$ cat src/rtl/add_seq_arb.sv
// Multi-word add/subtract sequencer: two requesters share one 32-bit
// carry-select adder through a round-robin arbiter, one limb per clock.

module csadd32 (
  input  logic [31:0] a,
  input  logic [31:0] b,
  input  logic        cin,
  output logic [31:0] s,
  output logic        cout
);

  logic [4:0] carry;

  assign carry[0] = cin;

  // Each byte computes both carry-in outcomes in parallel; the incoming carry only selects.
  for (genvar g = 0; g < 4; g++) begin : gBlk
    logic [8:0] sumNoCarry;
    logic [8:0] sumWithCarry;

    assign sumNoCarry   = {1'b0, a[g*8 +: 8]} + {1'b0, b[g*8 +: 8]};
    assign sumWithCarry = {1'b0, a[g*8 +: 8]} + {1'b0, b[g*8 +: 8]} + 9'd1;
    assign s[g*8 +: 8]  = carry[g] ? sumWithCarry[7:0] : sumNoCarry[7:0];
    assign carry[g+1]   = carry[g] ? sumWithCarry[8]   : sumNoCarry[8];
  end

  assign cout = carry[4];

endmodule

module add_seq_arb #(
  parameter int WORDS = 4
) (
  input  logic               clk,
  input  logic               rst,
  input  logic               req0_valid,
  output logic               req0_ready,
  input  logic [WORDS*32-1:0] req0_a,
  input  logic [WORDS*32-1:0] req0_b,
  input  logic               req0_sub,
  input  logic               req1_valid,
  output logic               req1_ready,
  input  logic [WORDS*32-1:0] req1_a,
  input  logic [WORDS*32-1:0] req1_b,
  input  logic               req1_sub,
  output logic               resp_valid,
  input  logic               resp_ready,
  output logic               resp_id,
  output logic [WORDS*32-1:0] resp_sum,
  output logic               resp_cout,
  output logic               busy
);

  localparam int W  = WORDS * 32;
  localparam int IW = (WORDS > 1) ? $clog2(WORDS) : 1;
  localparam logic [IW-1:0] LastIdx = IW'(WORDS - 1);

  typedef enum logic [1:0] {
    IDLE,
    RUN,
    DONE
  } state_e;

  state_e        state_q, state_d;
  logic [W-1:0]  opA_q, opA_d;
  logic [W-1:0]  opB_q, opB_d;
  logic [W-1:0]  sum_q, sum_d;
  logic [IW-1:0] idx_q, idx_d;
  logic          sub_q, sub_d;
  logic          id_q, id_d;
  logic          prio_q, prio_d;
  logic          carry_q, carry_d;
  logic          cout_q, cout_d;
  logic          valid_q, valid_d;

  logic          gnt0, gnt1;
  logic          selSub;
  logic [W-1:0]  selA, selB;
  logic [31:0]   addA, addB, addS;
  logic          addCin, addCout;

  // A lone requester always wins; on contention the priority pointer decides.
  assign gnt0 = req0_valid && (!req1_valid || !prio_q);
  assign gnt1 = req1_valid && (!req0_valid ||  prio_q);

  assign req0_ready = (state_q == IDLE) && gnt0;
  assign req1_ready = (state_q == IDLE) && gnt1;

  assign selA   = gnt1 ? req1_a   : req0_a;
  assign selB   = gnt1 ? req1_b   : req0_b;
  assign selSub = gnt1 ? req1_sub : req0_sub;

  // B is stored pre-inverted for subtraction, so the adder only ever sees registers.
  assign addA   = opA_q[idx_q*32 +: 32];
  assign addB   = opB_q[idx_q*32 +: 32];
  assign addCin = (idx_q == '0) ? sub_q : carry_q;

  csadd32 uAdder (
    .a    (addA),
    .b    (addB),
    .cin  (addCin),
    .s    (addS),
    .cout (addCout)
  );

  always_comb begin
    state_d = state_q;
    opA_d   = opA_q;
    opB_d   = opB_q;
    sum_d   = sum_q;
    idx_d   = idx_q;
    sub_d   = sub_q;
    id_d    = id_q;
    prio_d  = prio_q;
    carry_d = carry_q;
    cout_d  = cout_q;
    valid_d = valid_q;

    unique case (state_q)
      IDLE: begin
        if (gnt0 || gnt1) begin
          opA_d   = selA;
          opB_d   = selB ^ {W{selSub}};
          sub_d   = selSub;
          id_d    = gnt1;
          prio_d  = !gnt1;
          idx_d   = '0;
          state_d = RUN;
        end
      end
      RUN: begin
        sum_d[idx_q*32 +: 32] = addS;
        carry_d = addCout;
        idx_d   = idx_q + 1'b1;
        if (idx_q == LastIdx) begin
          cout_d  = addCout;
          valid_d = 1'b1;
          idx_d   = '0;
          state_d = DONE;
        end
      end
      DONE: begin
        if (resp_ready) begin
          valid_d = 1'b0;
          state_d = IDLE;
        end
      end
      default: state_d = IDLE;
    endcase
  end

  always_ff @(posedge clk) begin
    if (rst) begin
      state_q <= IDLE;
      opA_q   <= '0;
      opB_q   <= '0;
      sum_q   <= '0;
      idx_q   <= '0;
      sub_q   <= 1'b0;
      id_q    <= 1'b0;
      prio_q  <= 1'b0;
      carry_q <= 1'b0;
      cout_q  <= 1'b0;
      valid_q <= 1'b0;
    end else begin
      state_q <= state_d;
      opA_q   <= opA_d;
      opB_q   <= opB_d;
      sum_q   <= sum_d;
      idx_q   <= idx_d;
      sub_q   <= sub_d;
      id_q    <= id_d;
      prio_q  <= prio_d;
      carry_q <= carry_d;
      cout_q  <= cout_d;
      valid_q <= valid_d;
    end
  end

  assign resp_valid = valid_q;
  assign resp_id    = id_q;
  assign resp_sum   = sum_q;
  assign resp_cout  = cout_q;
  assign busy       = (state_q != IDLE);

endmodule

$ cat config.mk
export PLATFORM = sky130hd
export DESIGN_NAME = add_seq_arb
export DESIGN_NICKNAME = d
export VERILOG_FILES = /design/src/rtl/add_seq_arb.sv
export SDC_FILE = /design/constraint.sdc
export NUM_CORES = 1
export LEC_CHECK = 0
export ABC_AREA = 0
export BUFFER_PORTS_ARGS = -buffer_cell sky130_fd_sc_hd__buf_2
export CORE_AREA = 2 2 253 255
export DETAILED_ROUTE_END_ITERATION = 12
export DIE_AREA = 0 0 255 257
export SETUP_SLACK_MARGIN = 0.3
export SLEW_MARGIN = 10
export SYNTH_ARGS = -nofsm -noshare
export SYNTH_HDL_FRONTEND = slang
export SYNTH_SLANG_ARGS = --single-unit
$ cat constraint.sdc
create_clock -name clk -period 15.8 [get_ports clk]
set_input_delay 2.37 -clock clk [delete_from_list [all_inputs] [get_ports clk]]
set_output_delay 2.37 -clock clk [all_outputs]
set_load 0.02 [all_outputs]
==> impl_metrics.ini, run 1 <==
[global_route]
grt_max_degree = 128
grt_pass1_vias = 18100
grt.total_usage = 0.222
grt_overflow = 0
grt_pass1_wl_microns = 111000
antenna_found_initial = 21

[yosys]
ys_types = 65
ys_warn_count = 0
synth_edf_count = 0
synth.avg_cell_area_sq_um = 9.70
synth_area_leaders = dfxtp_1 40%, mux2i_1 8.2%, mux4_2 7.2%, nor2_1 7.0%, xnor2_1 7.0%
ys_seq_area_frac = 0.395
synth_nets = 2622
synth.largest_area_cell = dfxtp_1
synth_seq_cells = 394
syn-cell-area_sq_um = 19900
syn_inst = 2057
yosysTopAreaCellShare = 0.395
ys.flop_type = dfxtp_1
async_reset_ff_frac = 0

[die]
die-area_sq_um = 65500
io_pins = 653
die_h_microns = 257
core_area_sq_um = 62700
start_util = 0.318
dieWidth_microns = 255
row_count = 92

[timing]
fmax_mhz = 153
timing.final.ws_setup_ns = 9.28
slew_viol_final = 0
slew_headroom = 0.120
final-setup-viol-count = 0
fin_crit_sh = 0.412
grt_setup_unrepaired = no
setup_tns_ns = 0
period_needed_ns = 6.52
tightest_slew_ns = 1.32
hold_violations = 0
hold_ws_ns = 0.464
skew_ns = 0.0121

[route]
wl_per_cell_microns = 21.9
wirelength_microns = 76400
viasPerCell = 5.32
drt-pass1-iter-count = 10
vias = 18600
wl_met2_microns = 36700
drt_iter0_drc = 1701
ant_nets = 0
drc = 0
met3WireLength_microns = 4720
wl_met1_microns = 32800
top_layer = met5

[setup_path]
cp-start-kind = input port
end_kind = output pin
reg2reg_from = idx_q[0]$_SDFFE_PP0P_
critical_path_class = in -> out
r2r_setup_slack_ns = 9.54
reg2regPathDepth = 15
worstPathMaxFanout = 99
worstPathRequired_ns = 13.43
cp.arrival_ns = 4.15
setup.worst_path.start = req0_valid

[clock_tree]
cts_tree = done
insertion_delay_ns = 0.56
cts.sinks = 394
h-tree-depth = 2
cts_buffer_depth = 3
cts_hold_buf = 0
clkTransAtPathRegs_ns = 0.06
cts_made_buffers = 45
cts-root-buf = clkbuf_16
cts_resized = 0
postCtsSetupBuffers = 0

[run_status]
status = completed

[place]
dp_slack_ns = 9.32
dp_hpwl_microns = 57400
port_buffers = 652
gp_congestion = 0.856

[pwr]
cellLeakagePower_nw = 11.2
peakVddDrop_uv = 67.7
finalPower_mw = 2.96
power_density_nw_per_um2 = 116

[cells_and_area]
multiInputGateArea_sq_um = 11400
n_fill_cell = 6240
regArea_sq_um = 7900
final_nets = 3170
syn_to_final_growth_pct = 27.7
layout-drive-gt1-share = 0.318

[hold_path]
hold_start = resp_sum[51]$_SDFFE_PP0P_
min_path_type = reg -> reg
holdPathStages = 2

[job]
max_cap_viol_count = 0
## worst paths after layout
check	to
hold / removal	resp_sum[51]$_SDFFE_PP0P_
setup reg to reg	resp_sum[124]$_SDFFE_PP0P_
setup / recovery	req1_ready
hold reg to reg	resp_sum[51]$_SDFFE_PP0P_
## worst max-delay path: stages
cell and delay (ns):
buf_2 0.15, inv_1 0.16, o21ai_4 0.11, nor2_4 0.08, buf_4 0.93, buf_2 0.34
## layer usage
layer	global-route usage	up-vias
met5	0	-
met4	0.0724	8
met3	0.0349	145
met2	0.373	769
met1	0.290	8894
li1	-	8778
## cells in the mapped netlist (all sizes together) (35+ instances only)
master,count
mux4,64
mux2i,165
ha,42
a22oi,72
a222oi,97
buf,35
nand2,57
a211oi,169
clkbuf,141
xnor2,159
nor2,374
dfxtp,394
## cells in the final DEF, fill, tap and decap left out, types with 7 or more instances in the layout
cell | Yosys | layout
a211oi_1 | 169 | 168
nand3_1 | 17 | 17
a22o_1 | 24 | 24
buf_2 | 0 | 651
clkinv_2 | 0 | 7
diode_2 | 0 | 8
mux2i_1 | 163 | 162
nand2b_1 | 14 | 14
xnor2_1 | 159 | 159
nor3_1 | 10 | 9
mux4_2 | 64 | 64
a221o_1 | 7 | 7
xor2_1 | 18 | 18
ha_1 | 42 | 42
nor2_1 | 373 | 371
or3_1 | 8 | 8
o211ai_1 | 10 | 10
nand2_1 | 57 | 57
o21ai_0 | 28 | 27
nand4_1 | 11 | 11
nor2b_1 | 7 | 7
clkbuf_8 | 0 | 14
inv_1 | 29 | 29
clkbuf_16 | 0 | 45
a22oi_1 | 72 | 72
nor4_1 | 8 | 7
a222oi_1 | 97 | 97
a21oi_1 | 28 | 28
buf_4 | 1 | 24
dfxtp_1 | 394 | 392
## report_power, final
part / internal (mW) / switching (mW) / total, mW
clock network: 0.670 / 0.422 / 1.09
registers: 1.07 / 0.0564 / 1.13
logic: 0.299 / 0.439 / 0.738
## kinds of logic (layout without fill, tap and decap cells)
group | after synthesis | count (layout) | share of synthesized area
AO/OA/AOI/OAI | 469 | 469 | 0.185
XOR/XNOR | 177 | 177 | 0.0777
adder cells (fa/ha/maj) | 46 | 46 | 0.0304
buffers and inverters | 205 | 786 | 0.0395
flip-flops | 394 | 394 | 0.395
multiplexers | 231 | 231 | 0.157
other | 0 | 8 | 0
AND/OR/NAND/NOR | 535 | 535 | 0.115
## state kept, by name, indices dropped and copies added (netlist names)
| name | flops |
|---|---|
| carry_q | 1 |
| idx_q | 2 |
| opA_q | 128 |
| opB_q | 128 |
| prio_q | 1 |
| resp_cout | 1 |
| resp_id | 1 |
| resp_sum | 128 |
| resp_valid | 1 |
| state_q | 2 |
| sub_q | 1 |
## per-stage QoR
step | util | std cells | cell area (sq um)
5_1_grt | 0.406 | 3492 | 25500
3_5_place_dp | 0.381 | 3404 | 23900
4_1_cts | 0.406 | 3484 | 25400
3_3_place_gp | 0.381 | 3404 | 23900
6_report | 0.406 | 3492 | 25500
2_1_floorplan | - | 2057 | 19900
## cell type report
type,count,share of cell area
Multi-Input combinational cell,1458,0.446
Sequential cell,394,0.310
Timing Repair Buffer,677,0.136
Clock buffer,65,0.0527
Tap cell,846,0.0416
Clock inverter,15,0.00830
Inverter,29,0.00427
Antenna cell,8,0.000786
No activity file was read; power rests on OpenSTA's default activity.
==> run 2: changes to the inputs <==
- ABC_AREA: 0 -> 1
- CORE_AREA: 2 2 253 255 -> default
- CORE_MARGIN: default -> 1
- CORE_UTILIZATION: default -> 34
- DIE_AREA: 0 0 255 257 -> default
- clock period: 15.8 -> 6.1 ns (I/O delays scaled with it)
==> impl_metrics.ini, run 2 <==
[pwr]
pwr-share-seq = 0.334
clockPowerShare = 0.320
peakVddDrop_uv = 178
internal_power_mw = 5.51
pwr-share-comb = 0.346
total_switching_power_mw = 3.44
power_density_nw_per_um2 = 323
cellLeakagePower_nw = 14.5
p_sw_frac = 0.384

[yosys]
synthMostInstantiatedCell = nand2_1
synth-compound-area-share = 0.154
ys.flop_type = dfxtp_1
synth.largest_area_cell = dfxtp_1
syn_inst = 3272
synth_fa_ha_area_frac = 0.0271
ys_seq_area_frac = 0.353
yosys.area_share.simple = 0.249
synth_top_family_by_area = simple AND/OR/NAND/NOR gates
synth_area_leaders = dfxtp_1 35%, nand2_1 12%, nor2_1 7.0%, xor2_1 5.8%, mux2i_1 5.7%
synth.avg_cell_area_sq_um = 6.84
synth_seq_cells = 394
syn-cell-area_sq_um = 22400
synthXorXnorAreaFrac = 0.0619
ys_types = 41
async_reset_ff_frac = 0
synthTopCellsByCount = 709 x nand2_1, 419 x nor2_1, 394 x dfxtp_1, 335 x inv_1, 247 x o21ai_0
ys_warn_count = 0
synth_nets = 3837
yosysTopAreaCellShare = 0.353
synth_mux_area_frac = 0.0573
synth_edf_count = 0

[hold_path]
holdPathStages = 2
whs_endpoint = resp_sum[53]$_SDFFE_PP0P_
hold_start = resp_sum[53]$_SDFFE_PP0P_
min_path_type = reg -> reg

[global_route]
busiest_layer = met2
grt_overflow = 0
grt.total_usage = 0.249
antenna_found_initial = 14
grt_pass1_wl_microns = 128000
grt_use_met1 = 0.325
grt_pass1_vias = 21500
grt_util_met3 = 0.0316
grt_max_degree = 232
grt_use_met2 = 0.426

[place]
port_buffers = 652
dp_hpwl_microns = 61800
gp_congestion = 0.897
dp_slack_ns = 1.49

[timing]
tightest_slew_ns = 1.23
period_needed_ns = 4.68
skew_ns = 0.0196
fin_crit_sh = 0.767
setup_tns_ns = 0
hold_violations = 0
fmax_mhz = 214
final-setup-viol-count = 0
grt_setup_unrepaired = no
slew_headroom = 0.180
slew_viol_final = 0
timing.final.ws_setup_ns = 1.42

[setup_path]
end_kind = flip-flop
reg2reg_from = idx_q[0]$_SDFFE_PP0P_
reg2regPathDepth = 18
rr_endpoint = resp_sum[57]$_SDFFE_PP0P_
worstPathMaxFanout = 55
critical_path_class = reg -> reg
r2r_setup_slack_ns = 1.42
cp-start-kind = flip-flop
cp.arrival_ns = 5.11
worstPathRequired_ns = 6.53

[route]
vias = 23000
wirelength_microns = 85800
drt-pass1-iter-count = 6
viasPerCell = 4.92
ant_nets = 0
drt_iter0_drc = 1511
drc = 0
wl_per_cell_microns = 18.4

[job]
max_cap_viol_count = 0

[clock_tree]
h-tree-depth = 2
cts_buffer_depth = 3
cts_made_buffers = 47
postCtsSetupBuffers = 0
cts_resized = 0
cts_hold_buf = 0
cts-root-buf = clkbuf_16
clkTransAtPathRegs_ns = 0.06
insertion_delay_ns = 0.59
cts.sinks = 394
cts_tree = done

[die]
start_util = 0.346
dieWidth_microns = 258
die_h_microns = 258
io_pins = 653
die-area_sq_um = 66800
row_count = 93
core_area_sq_um = 64700

[cells_and_area]
most-common-layout-cells = 708 x nand2_1, 651 x buf_2, 417 x nor2_1
syn_to_final_growth_pct = 23.9
layout-drive-gt1-share = 0.210
n_fill_cell = 6966
layout_commonest_cell = nand2_1
regArea_sq_um = 7900
final_nets = 4339
multiInputGateArea_sq_um = 12300

[run_status]
status = completed
-- run 2: cell count changes in the layout (fill, tap and decap cells not counted), sizes merged, moves of 135 or more --
cell / before / now
nand3: 18 / 153
nand2: 57 / 723
o21ai: 29 / 250
xnor2: 159 / 9
a211oi: 169 / 1
inv: 31 / 344
-- run 2: final cells by class --
| cell class | instances | area share |
|---|---|---|
| multi-input combinational | 2308 | 0.445 |
| sequential | 394 | 0.285 |
| timing repair buffer | 678 | 0.127 |
| clock buffer | 64 | 0.0487 |
| inverter | 345 | 0.0473 |
| tap | 855 | 0.0386 |
| clock inverter | 18 | 0.00790 |
| antenna | 5 | 0.000451 |
-- run 2: worst max path at each step --
stage | start | end
after CTS | idx_q[0]$_SDFFE_PP0P_ | resp_sum[54]$_SDFFE_PP0P_
after global placement | idx_q[0]$_SDFFE_PP0P_ | resp_sum[53]$_SDFFE_PP0P_
after global routing | idx_q[0]$_SDFFE_PP0P_ | resp_sum[55]$_SDFFE_PP0P_
after detailed placement | idx_q[0]$_SDFFE_PP0P_ | resp_sum[54]$_SDFFE_PP0P_
final | idx_q[0]$_SDFFE_PP0P_ | resp_sum[57]$_SDFFE_PP0P_
after floorplan | idx_q[0]$_SDFFE_PP0P_ | resp_sum[125]$_SDFFE_PP0P_
-- run 2: cells by family (layout without fill, tap and decap cells) --
kind of cell    after synthesis  in the layout
compound gates              611            611
xor+xnor                    158            158
fa+ha+maj                    46             46
buf+inv                     570           1105
flops                       394            394
mux                         128            128
other cells                   0              5
simple gates               1365           1365
-- run 2: power by group through the flow --
stage	combinational (mW)	sequential, mW	clock (mW)
floorplan	2.08	3.00	0
global placement	3.08	3.04	0
detailed placement	3.10	3.04	0
CTS	3.11	2.99	2.93
global route	3.46	3.01	3.04
finish	3.10	2.99	2.86
-- run 2: worst max-delay path: stages (launching register included) --
cell	delay [ns]
dfxtp_4	0.62
buf_4	0.56
o21ai_0	0.19
o22ai_1	0.58
ha_1	0.41
nand2_1	0.09
inv_1	0.05
nand2_1	0.05
nand2_1	0.07
xnor2_1	0.57
nor2_1	0.18
nand3_1	0.14
nand2_1	0.06
nand2_1	0.07
nand3_1	0.31
nand3_1	0.22
nand2_2	0.11
nand4_1	0.09
a21oi_1	0.10
-- run 2: per-layer routing --
layer / wire (microns) / share of wire
met3: 4300 / 0.050
met1: 38200 / 0.45
met2: 40700 / 0.47
met4: 2510 / 0.029
met5: 53 / 0.00062
-- run 2: stage by stage --
step / hold WS, ns / area (sq um) / total power [mW] / cells / util
after detailed placement: 0.453 / 26100 / 6.14 / 4580 / 0.404
after floorplan: 0.451 / 22400 / 5.08 / 3272 / -
after global routing: 0.481 / 27700 / 9.51 / 4666 / 0.428
final: 0.462 / 27700 / 8.94 / 4667 / 0.428
after global placement: 0.452 / 26100 / 6.12 / 4580 / 0.404
after CTS: 0.462 / 27700 / 9.03 / 4662 / 0.428
